[config.mk]
export PLATFORM = sky130hd
export DESIGN_NAME = alu_seq_flat
export DESIGN_NICKNAME = d
export VERILOG_FILES = /design/src/rtl/alu_seq_if.sv /design/src/rtl/alu_seq.sv /design/src/flat_wrapper.sv
export SDC_FILE = /design/constraint.sdc
export NUM_CORES = 1
export LEC_CHECK = 0
export BUFFER_PORTS_ARGS = -buffer_cell sky130_fd_sc_hd__clkbuf_2
export CAP_MARGIN = 10
export CORE_MARGIN = 1.5
export CORE_UTILIZATION = 31
export CTS_CLUSTER_SIZE = 20
export DETAILED_ROUTE_END_ITERATION = 10
export GPL_TIMING_DRIVEN = 0
export HOLD_SLACK_MARGIN = 0.12
export PLACE_DENSITY = 0.56
export REMOVE_ABC_BUFFERS = 1
export SLEW_MARGIN = 40
export SYNTH_ARGS = -nofsm -noshare
export SYNTH_HDL_FRONTEND = slang
export SYNTH_SLANG_ARGS = --single-unit
[constraint.sdc]
create_clock -name clk -period 10 [get_ports clk]
set_input_delay 1 -clock clk [delete_from_list [all_inputs] [get_ports clk]]
set_output_delay 1 -clock clk [all_outputs]
set_load 0.005 [all_outputs]
[src/rtl/alu_seq_if.sv]
// Bus between the EX-stage control FSM (master) and the sequential ALU (slave).
//
// Handshake: the master may raise start with ALUControl/rs/rt at any edge.
// The request is taken only at an edge where busy=0; while busy=1 it is
// dropped, not queued. done is a single-cycle pulse that follows completion
// and marks ALUOut/flags/hi/lo as valid. A single-cycle op pulses done in the
// cycle after acceptance, so back-to-back starts give back-to-back done pulses.
interface alu_seq_if #(
    parameter int WIDTH = 32
);
    logic             start;
    logic [3:0]       ALUControl;
    logic [WIDTH-1:0] rs;
    logic [WIDTH-1:0] rt;
    logic [WIDTH-1:0] ALUOut;
    logic             zero;
    logic             overflow;
    logic             div0;
    logic             busy;
    logic             done;
    logic [WIDTH-1:0] hi;
    logic [WIDTH-1:0] lo;
    logic [1:0]       state_dbg;

    modport master (
        output start, ALUControl, rs, rt,
        input  ALUOut, zero, overflow, div0, busy, done, hi, lo, state_dbg
    );

    modport slave (
        input  start, ALUControl, rs, rt,
        output ALUOut, zero, overflow, div0, busy, done, hi, lo, state_dbg
    );
endinterface

[src/rtl/alu_seq.sv]
// Sequential EX-stage ALU: single-cycle logic/arith/compare ops plus an
// iterative unsigned shift-add multiplier and restoring divider that write
// the HI/LO register pair. FSM state is exported on bus.state_dbg.
module alu_seq #(
    parameter int WIDTH = 32,
    parameter int CNT_W = $clog2(WIDTH) + 1
) (
    input logic      clk,
    input logic      rst_n,
    alu_seq_if.slave bus
);
    localparam logic [1:0] ST_IDLE = 2'd0;
    localparam logic [1:0] ST_MUL  = 2'd1;
    localparam logic [1:0] ST_DIV  = 2'd2;

    localparam logic [3:0] OP_AND  = 4'b0000;
    localparam logic [3:0] OP_OR   = 4'b0001;
    localparam logic [3:0] OP_ADD  = 4'b0010;
    localparam logic [3:0] OP_SLTU = 4'b0011;
    localparam logic [3:0] OP_SUB  = 4'b0110;
    localparam logic [3:0] OP_SLT  = 4'b0111;
    localparam logic [3:0] OP_MUL  = 4'b1000;
    localparam logic [3:0] OP_DIV  = 4'b1001;
    localparam logic [3:0] OP_MFHI = 4'b1010;
    localparam logic [3:0] OP_MFLO = 4'b1011;
    localparam logic [3:0] OP_NOR  = 4'b1100;

    logic [1:0]       state_q, state_d;
    logic [WIDTH-1:0] out_q, out_d;
    logic [WIDTH-1:0] hi_q, hi_d;
    logic [WIDTH-1:0] lo_q, lo_d;
    logic             ov_q, ov_d;
    logic             d0_q, d0_d;
    logic             done_q, done_d;
    logic [CNT_W-1:0] cnt_q, cnt_d;
    // a: multiplicand / divisor; b: multiplier / dividend-then-quotient;
    // acc: upper partial product / partial remainder
    logic [WIDTH-1:0] a_q, a_d;
    logic [WIDTH-1:0] b_q, b_d;
    logic [WIDTH-1:0] acc_q, acc_d;

    logic [WIDTH-1:0] rs, rt;
    logic [WIDTH-1:0] add_res, sub_res;
    logic [WIDTH:0]   mul_sum, div_shift, div_trial;
    logic [WIDTH-1:0] div_rem;
    logic             div_qbit;
    logic             last_step;

    assign rs = bus.rs;
    assign rt = bus.rt;

    // Per-step datapath shared by the single-cycle ops and the iterative unit
    always_comb begin
        add_res   = rs + rt;
        sub_res   = rs - rt;
        mul_sum   = {1'b0, acc_q} + (b_q[0] ? {1'b0, a_q} : {(WIDTH + 1){1'b0}});
        div_shift = {acc_q, b_q[WIDTH-1]};
        div_trial = div_shift - {1'b0, a_q};
        div_qbit  = ~div_trial[WIDTH];
        div_rem   = div_qbit ? div_trial[WIDTH-1:0] : div_shift[WIDTH-1:0];
        last_step = (cnt_q == CNT_W'(WIDTH - 1));
    end

    // Next-state: accept requests in IDLE, iterate in MUL/DIV
    always_comb begin
        state_d = state_q;
        out_d   = out_q;
        hi_d    = hi_q;
        lo_d    = lo_q;
        ov_d    = ov_q;
        d0_d    = d0_q;
        done_d  = 1'b0;
        cnt_d   = cnt_q;
        a_d     = a_q;
        b_d     = b_q;
        acc_d   = acc_q;
        case (state_q)
            ST_IDLE: begin
                if (bus.start) begin
                    if (bus.ALUControl == OP_MUL || bus.ALUControl == OP_DIV) begin
                        // Flags hold until completion; operands are latched here
                        state_d = (bus.ALUControl == OP_MUL) ? ST_MUL : ST_DIV;
                        a_d     = (bus.ALUControl == OP_MUL) ? rs : rt;
                        b_d     = (bus.ALUControl == OP_MUL) ? rt : rs;
                        acc_d   = '0;
                        cnt_d   = '0;
                    end else begin
                        done_d = 1'b1;
                        ov_d   = 1'b0;
                        d0_d   = 1'b0;
                        case (bus.ALUControl)
                            OP_AND:  out_d = rs & rt;
                            OP_OR:   out_d = rs | rt;
                            OP_ADD: begin
                                out_d = add_res;
                                ov_d  = (rs[WIDTH-1] == rt[WIDTH-1]) && (add_res[WIDTH-1] != rs[WIDTH-1]);
                            end
                            OP_SUB: begin
                                out_d = sub_res;
                                ov_d  = (rs[WIDTH-1] != rt[WIDTH-1]) && (sub_res[WIDTH-1] != rs[WIDTH-1]);
                            end
                            OP_SLT:  out_d = {{(WIDTH - 1){1'b0}}, ($signed(rs) < $signed(rt))};
                            OP_SLTU: out_d = {{(WIDTH - 1){1'b0}}, (rs < rt)};
                            OP_NOR:  out_d = ~(rs | rt);
                            OP_MFHI: out_d = hi_q;
                            OP_MFLO: out_d = lo_q;
                            default: out_d = '0;
                        endcase
                    end
                end
            end
            ST_MUL: begin
                acc_d = mul_sum[WIDTH:1];
                b_d   = {mul_sum[0], b_q[WIDTH-1:1]};
                cnt_d = cnt_q + CNT_W'(1);
                if (last_step) begin
                    hi_d    = mul_sum[WIDTH:1];
                    lo_d    = {mul_sum[0], b_q[WIDTH-1:1]};
                    out_d   = {mul_sum[0], b_q[WIDTH-1:1]};
                    ov_d    = 1'b0;
                    d0_d    = 1'b0;
                    done_d  = 1'b1;
                    state_d = ST_IDLE;
                end
            end
            ST_DIV: begin
                if (a_q == '0) begin
                    // Divide by zero: no iteration, quotient saturates
                    hi_d    = b_q;
                    lo_d    = '1;
                    out_d   = '1;
                    ov_d    = 1'b0;
                    d0_d    = 1'b1;
                    done_d  = 1'b1;
                    state_d = ST_IDLE;
                end else begin
                    acc_d = div_rem;
                    b_d   = {b_q[WIDTH-2:0], div_qbit};
                    cnt_d = cnt_q + CNT_W'(1);
                    if (last_step) begin
                        hi_d    = div_rem;
                        lo_d    = {b_q[WIDTH-2:0], div_qbit};
                        out_d   = {b_q[WIDTH-2:0], div_qbit};
                        ov_d    = 1'b0;
                        d0_d    = 1'b0;
                        done_d  = 1'b1;
                        state_d = ST_IDLE;
                    end
                end
            end
            default: state_d = ST_IDLE;
        endcase
    end

    // State and result registers; async reset aborts any op in flight
    always_ff @(posedge clk or negedge rst_n) begin
        if (!rst_n) begin
            state_q <= ST_IDLE;
            out_q   <= '0;
            hi_q    <= '0;
            lo_q    <= '0;
            ov_q    <= 1'b0;
            d0_q    <= 1'b0;
            done_q  <= 1'b0;
            cnt_q   <= '0;
            a_q     <= '0;
            b_q     <= '0;
            acc_q   <= '0;
        end else begin
            state_q <= state_d;
            out_q   <= out_d;
            hi_q    <= hi_d;
            lo_q    <= lo_d;
            ov_q    <= ov_d;
            d0_q    <= d0_d;
            done_q  <= done_d;
            cnt_q   <= cnt_d;
            a_q     <= a_d;
            b_q     <= b_d;
            acc_q   <= acc_d;
        end
    end

    assign bus.ALUOut    = out_q;
    assign bus.zero      = (out_q == '0);
    assign bus.overflow  = ov_q;
    assign bus.div0      = d0_q;
    assign bus.busy      = (state_q != ST_IDLE);
    assign bus.done      = done_q;
    assign bus.hi        = hi_q;
    assign bus.lo        = lo_q;
    assign bus.state_dbg = state_q;
endmodule

[src/flat_wrapper.sv]
// flat-port wrapper written by rule: the top's interface ports become plain ports
module alu_seq_flat 
#(
    parameter int WIDTH = 32,
    parameter int CNT_W = $clog2(WIDTH) + 1
)
  (clk, rst_n, bus_start, bus_ALUControl, bus_rs, bus_rt, bus_ALUOut, bus_zero, bus_overflow, bus_div0, bus_busy, bus_done, bus_hi, bus_lo, bus_state_dbg);
  alu_seq_if #(.WIDTH(WIDTH)) bus_i ();
  input logic clk;
  input logic rst_n;
  input wire logic [$bits(bus_i.start)-1:0] bus_start;
  input wire logic [$bits(bus_i.ALUControl)-1:0] bus_ALUControl;
  input wire logic [$bits(bus_i.rs)-1:0] bus_rs;
  input wire logic [$bits(bus_i.rt)-1:0] bus_rt;
  output wire logic [$bits(bus_i.ALUOut)-1:0] bus_ALUOut;
  output wire logic [$bits(bus_i.zero)-1:0] bus_zero;
  output wire logic [$bits(bus_i.overflow)-1:0] bus_overflow;
  output wire logic [$bits(bus_i.div0)-1:0] bus_div0;
  output wire logic [$bits(bus_i.busy)-1:0] bus_busy;
  output wire logic [$bits(bus_i.done)-1:0] bus_done;
  output wire logic [$bits(bus_i.hi)-1:0] bus_hi;
  output wire logic [$bits(bus_i.lo)-1:0] bus_lo;
  output wire logic [$bits(bus_i.state_dbg)-1:0] bus_state_dbg;
  assign bus_i.start = bus_start;
  assign bus_i.ALUControl = bus_ALUControl;
  assign bus_i.rs = bus_rs;
  assign bus_i.rt = bus_rt;
  assign bus_ALUOut = bus_i.ALUOut;
  assign bus_zero = bus_i.zero;
  assign bus_overflow = bus_i.overflow;
  assign bus_div0 = bus_i.div0;
  assign bus_busy = bus_i.busy;
  assign bus_done = bus_i.done;
  assign bus_hi = bus_i.hi;
  assign bus_lo = bus_i.lo;
  assign bus_state_dbg = bus_i.state_dbg;
  alu_seq #(.WIDTH(WIDTH), .CNT_W(CNT_W)) u_core (.clk(clk), .rst_n(rst_n), .bus(bus_i));
endmodule
== Word level (Yosys, flattened, before mapping) ==
Cells that the tools add are included.
Storage, ports and cells
  flip-flop bits (word level): 203
  output and inout port bits: 103
  logic and storage cells: 111
Operators by class
  add/sub/neg operators: 5
  $lt $le $gt $ge: 2
  equal/unequal tests: 23
  multiplexer cells: 50
  bitwise logic cells: 4
  reductions and logical operators: 16
Operators by type and width (number)
  32-bit 2-to-1 mux: 18
  32-bit one-hot mux with 3 select lines: 3
  32-bit one-hot mux with 9 select lines: 1
  32-bit one-hot mux with 2 select lines: 2
  32-bit zero test: 2
  32-bit < comparator: 2
  32-bit by 33-bit adder with 33-bit output: 1
  33-bit by 32-bit subtractor with 33-bit output: 1
  32-bit adder: 1
  32-bit AND: 1
  32-bit inverter: 1
  32-bit bitwise OR: 1
  32-bit subtractor: 1
  4-bit equality test (second input constant): 5
  6-bit 2-to-1 mux: 3
  6-bit one-hot mux with 3 select lines: 1
  1-bit 2-to-1 mux: 12
  2-bit 2-to-1 mux: 5
  1-bit one-hot mux with 3 select lines: 3
  3-bit AND reduction: 3
  4-bit by 2-bit equality test with 1-bit output (second input constant): 2
  4-bit by 3-bit equality test with 1-bit output (second input constant): 2
  6-bit by 1-bit adder with 6-bit output (second input constant): 1
  6-bit by 5-bit equality test with 1-bit output (second input constant): 1
  other kinds (20): 27

== Depth between registers and ports, before layout ==
  depth in word-level cells: 7
  depth in mapped cells: 15
  gate-level depth less buffers: 14

== Worst setup path after synthesis ==
OpenSTA, ideal clock, no wires.
  path type: input to register
  start point: input port bus_rs[0]
  end point: register u_core.out_q[30], in the netlist u_core.bus.ALUOut[30]
  setup time: 0.128 ns
  data arrival time: 3.676 ns
  path slack: 6.196 ns
  cell stages on the path: 14
  path buffers: 0
  path through: inv_1 > ha_1 > inv_1 > fa_1 > nor2b_1 > o211ai_1 > a211oi_1 > a211oi_1 > o21ai_1 > o41ai_2 > a31oi_1 > and4_1 > nor4_1 > a21oi_1
Between the ends
  word-level cells in the longest chain between the ends: 5
  elaborated cells on any way between the ends: 6
RTL lines
  start: declaration: line flat_wrapper.sv:13  | input wire logic [$bits(bus_i.rs)-1:0] bus_rs;
  32-bit subtractor or 32-bit adder (tied branches): line alu_seq.sv:55, alu_seq.sv:54
  32-bit one-hot mux with 9 select lines (*): line alu_seq.sv:91  | case (bus.ALUControl)
  32-bit 2-to-1 mux (*): line alu_seq.sv:80  | if (bus.ALUControl == OP_MUL || bus.ALUControl == OP_DIV) begin
  32-bit 2-to-1 mux (*): line alu_seq.sv:79  | if (bus.start) begin
  32-bit one-hot mux with 3 select lines (*): line alu_seq.sv:77  | case (state_q)
  end signal: assignment: line alu_seq.sv:171  | out_q <= out_d;
  end: declaration: line alu_seq.sv:29  | logic [WIDTH-1:0] out_q, out_d;
Every way passes the cells marked *; elsewhere a longest branch is shown, timed or not. The select of a mux whose other input is x is not followed.
A chain may end at the register's enable or synchronous reset.

== Worst setup path after layout ==
  start point: input port bus_ALUControl[2]
  end point: register u_core.out_q[20], in the netlist u_core.bus.ALUOut[20]
Between the ends
  word-level cells in the longest chain between the ends: 5
  elaborated cells on any way between the ends: 18
RTL lines
  start: declaration: line flat_wrapper.sv:12  | input wire logic [$bits(bus_i.ALUControl)-1:0] bus_ALUControl;
  4-bit equality test (tied with other cells): line alu_seq.sv:91
  32-bit one-hot mux with 9 select lines: line alu_seq.sv:91
  32-bit 2-to-1 mux: line alu_seq.sv:80
  32-bit 2-to-1 mux: line alu_seq.sv:79
  32-bit one-hot mux with 3 select lines: line alu_seq.sv:77
Parallel ways exist; a longest one is shown, timed or not. The select of a mux whose other input is x is not followed.

==> summary.md <==
| Metric | Value |
|---|---|
| Detailed-route vias per instance | `5.95` |
| Worst setup EP type | `register` |
| # Max-Cap Violations | `0` |
| Pin count of the biggest net entering global routing | `64` |
| Synthesized area | `19000 µm²` |
| Top fanout value on the critical path | `33` |
| Slowest cell on the critical path | `inv_1` |
| Reg2Reg Setup Slack | `5.27 ns` |
| Cells after Synth | `2439` |
| Area growth, synth to finish | `16.2%` |
| Simple-gate portion of the synthesized area | `16.7%` |
| Power Total | `0.00491 W` |
| RSZ-0062 raised after global routing | `no` |
| Post-Route WL | `80600 µm` |
| Crit path launch | `bus_ALUControl[2]` |
| PwrDens | `222 nW/µm²` |
| Mux cell area share after synthesis | `4.59%` |
| Dominant synthesized flop cell | `dfrtp_1` |
| Root Driver | `clkbuf_16` |
| Fraction of layout cells with a size suffix above 1 | `12.9%` |
| TritonCTS clock tree | `yes` |
| Max Fclk | `206 MHz` |
| Top cell type's share of synthesized area | `26.7%` |
| Fillcell total | `6234` |
| Tmin final | `4.86 ns` |
| H-tree Lvls | `1` |
| Total die area | `62900 µm²` |
| Clk sink count | `203` |
| Top delay family on crit path | `compound AO/OA/AOI/OAI gates` |
| GPL Wtd Cong | `0.952` |
| TritonCTS Buffers | `25` |
| Initial antenna violation count | `3` |
| Number of synthesized register bits | `203` |
| Most common cell after layout, fill and taps aside | `nand2_1` |
| Outcome | `finished clean` |
| Peak VDD IR | `142 µV` |
| Row count | `90` |
| Postcts setup bufs | `0` |
| Total Nets Final | `2793` |
| I/O Pins | `174` |
| Clk slew on worst S/H paths | `0.06 ns` |
| First-pass GRT wire length | `120000 µm` |
| CP Cell Sequence | `clkbuf_2, inv_1, nand2_1, o21ai_0, a21oi_1, nand2_4, a21oi_1, nand2_1, o221ai_1, o21ai_1` |
| Leakage | `10.0 nW` |
| Core area | `60600 µm²` |
| Post-Synth XOR/XNOR Area | `3.92%` |
| First DRT Iteration DRCs | `2002` |
| Initial Util | `31.4%` |
| Fin cells | `3351` |
| Least-Margin Pin Slew | `0.868 ns` |
| Synth Area in Adders | `11.5%` |
| Total gr overflow | `0` |
| CP required | `10.44 ns` |
| Hold WC Path Type | `input port to asynchronous set/reset pin` |
| Via count | `19900` |
| Hold slack | `0.409 ns` |
| Post-Place Worst Slack | `4.73 ns` |
| WP data arrival | `5.30 ns` |
| Post-detail-place hpwl | `61400 µm` |
| Post-synthesis compound-gate area fraction | `30.4%` |
| Final worst-path cycle share | `48.6%` |
| Post-synth top area cell | `dfrtp_1` |
| DRC viols | `0` |
| Endpoints failing setup | `0` |
| DRT Pass-1 Iters | `5` |
| Yosys warning total | `0` |
| Post-Syn Area per Cell | `7.81 µm²` |
| Async S/R FF share, synth | `100%` |
| Clock latency on the worst-skew pair | `0.57 ns` |
| Cts repair resizes | `0` |
| Post-synth EDFFs | `0` |
| Layout Skew | `0.0202 ns` |
| Top cells by area, synth | `dfrtp_1 (27%), ha_1 (11%), a21oi_1 (6.3%), o21ai_0 (5.8%), nand2_1 (4.9%)` |
| Worst path bufs/invs | `2` |
| Final Hold Viols | `0` |
| Die Wd | `251 µm` |
| Most frequent cells in the layout | `nand2_1 (243), a21oi_1 (240), o21ai_0 (218)` |
| CTS Hold Buffers Added | `0` |
| CTS max path bufs | `3` |
| Drt wl/cell | `24.0 µm` |
| Placed insts | `3305` |
| Largest family of logic cells by synthesized area | `compound AO/OA/AOI/OAI gates` |
| Synth cell types | `79` |
| Port-buffer cells | `173` |
| Vias in the first global route | `18900` |
| Reg2reg end | `u_core.bus.hi[5]` |
| Die span in y | `251 µm` |
| Critical Path Source Type | `input port` |
| Max-slew headroom | `42.1%` |
| Gr usage total | `24.8%` |
| Kind of critical path | `input port to register` |
| Sequential share of the synthesized area | `26.7%` |
| Slowest Stage Delay on Critical Path | `0.66 ns` |
| Worst setup margin | `5.14 ns` |
| Reg2reg start | `u_core.b_q[31]` |
| Detail Route Antenna Nets | `0` |
| Max Slew Vio Count | `0` |
| FF-to-FF path depth | `16` |
## logic make-up after synthesis
family | count (synthesis)
AOI/OAI and AO/OA | 892
and+or+nand+nor | 693
muxes | 87
adders and majority gates | 172
buffers and inverters | 309
DFF | 203
xor gates and xnor gates | 83
## worst max path at each step
stage / end / slack (ns) / cells after the start
detailed placement: u_core.bus.ALUOut[20] / 4.73 / 10
global route: u_core.bus.ALUOut[20] / 4.87 / 10
global placement: u_core.b_q[14] / -4.76 / 7
finish: u_core.bus.ALUOut[20] / 5.14 / 10
CTS: u_core.bus.hi[9] / 5.29 / 16
floorplan: u_core.b_q[10] / 1.42 / 7
## per-layer routing
layer  GRT usage (%)  part of all wire (%)  up-vias
li1                -                     -     9136
met2            39.5                    45      950
met5               0                 0.011        -
met3            4.17                   8.6      167
met4            9.59                   4.0        2
met1            33.4                    42     9684
## metrics by stage
step | util [%] | instance area, µm² | setup TNS (ns)
2_1_floorplan | - | 18500 | 0
3_3_place_gp | 33.5 | 20300 | -306.72
3_5_place_dp | 35.0 | 21200 | 0
4_1_cts | 36.5 | 22100 | 0
5_1_grt | 36.5 | 22100 | 0
6_report | 36.5 | 22100 | 0
## registers in the layout (all words and copies together), names as in the netlist
name	flops
u_core.acc_q	32
u_core.bus.hi	32
u_core.bus.lo	32
u_core.bus.state_dbg	2
u_core.cnt_q	6
u_core.a_q	32
u_core.bus.ALUOut	32
u_core.bus.div0	1
u_core.bus.overflow	1
u_core.b_q	32
u_core.bus.done	1
## synthesized netlist by cell type (all sizes together), types with 20 or more instances
master / count
a211oi: 34
a21o: 53
a21oi: 241
a221o: 26
a222oi: 22
a22o: 21
a22oi: 43
a31oi: 27
and2: 41
buf: 22
clkbuf: 130
dfrtp: 203
ha: 168
inv: 156
mux2i: 85
nand2: 247
nand2b: 20
nand3: 35
nand4: 21
nor2: 195
nor3: 39
nor4: 31
o211ai: 24
o21ai: 223
o21bai: 23
o221ai: 23
o22ai: 42
xnor2: 55
xor2: 28
## where the power goes
group / internal (W) / switching (W)
logic: 0.000851 / 0.00137
clock network: 0.000650 / 0.000414
registers: 0.00111 / 0.000515
## worst reg2reg max path, stage by stage, from the launching register on
cell,delay (ns)
dfrtp_1,0.52
inv_1,0.21
ha_1,0.22
inv_1,0.07
fa_1,0.44
a211oi_2,0.25
o21ai_1,0.19
o31a_1,0.36
a41oi_4,0.38
o21ai_2,0.20
a41oi_4,0.31
xnor2_4,0.24
buf_8,0.24
buf_8,0.20
mux2i_1,0.32
a21oi_1,0.11
a221o_1,0.33
## layout make-up
cell class,count,area [µm²],area share (%)
timing repair buffer,236,1560,7.05
clock buffer,33,706,3.19
multi-input combinational,1927,13000,58.7
tap,782,978,4.42
clock inverter,11,215,0.972
sequential,203,5080,23.0
inverter,157,592,2.67
antenna,2,5.00,0.0226
No activity file was read; power rests on OpenSTA's default activity.
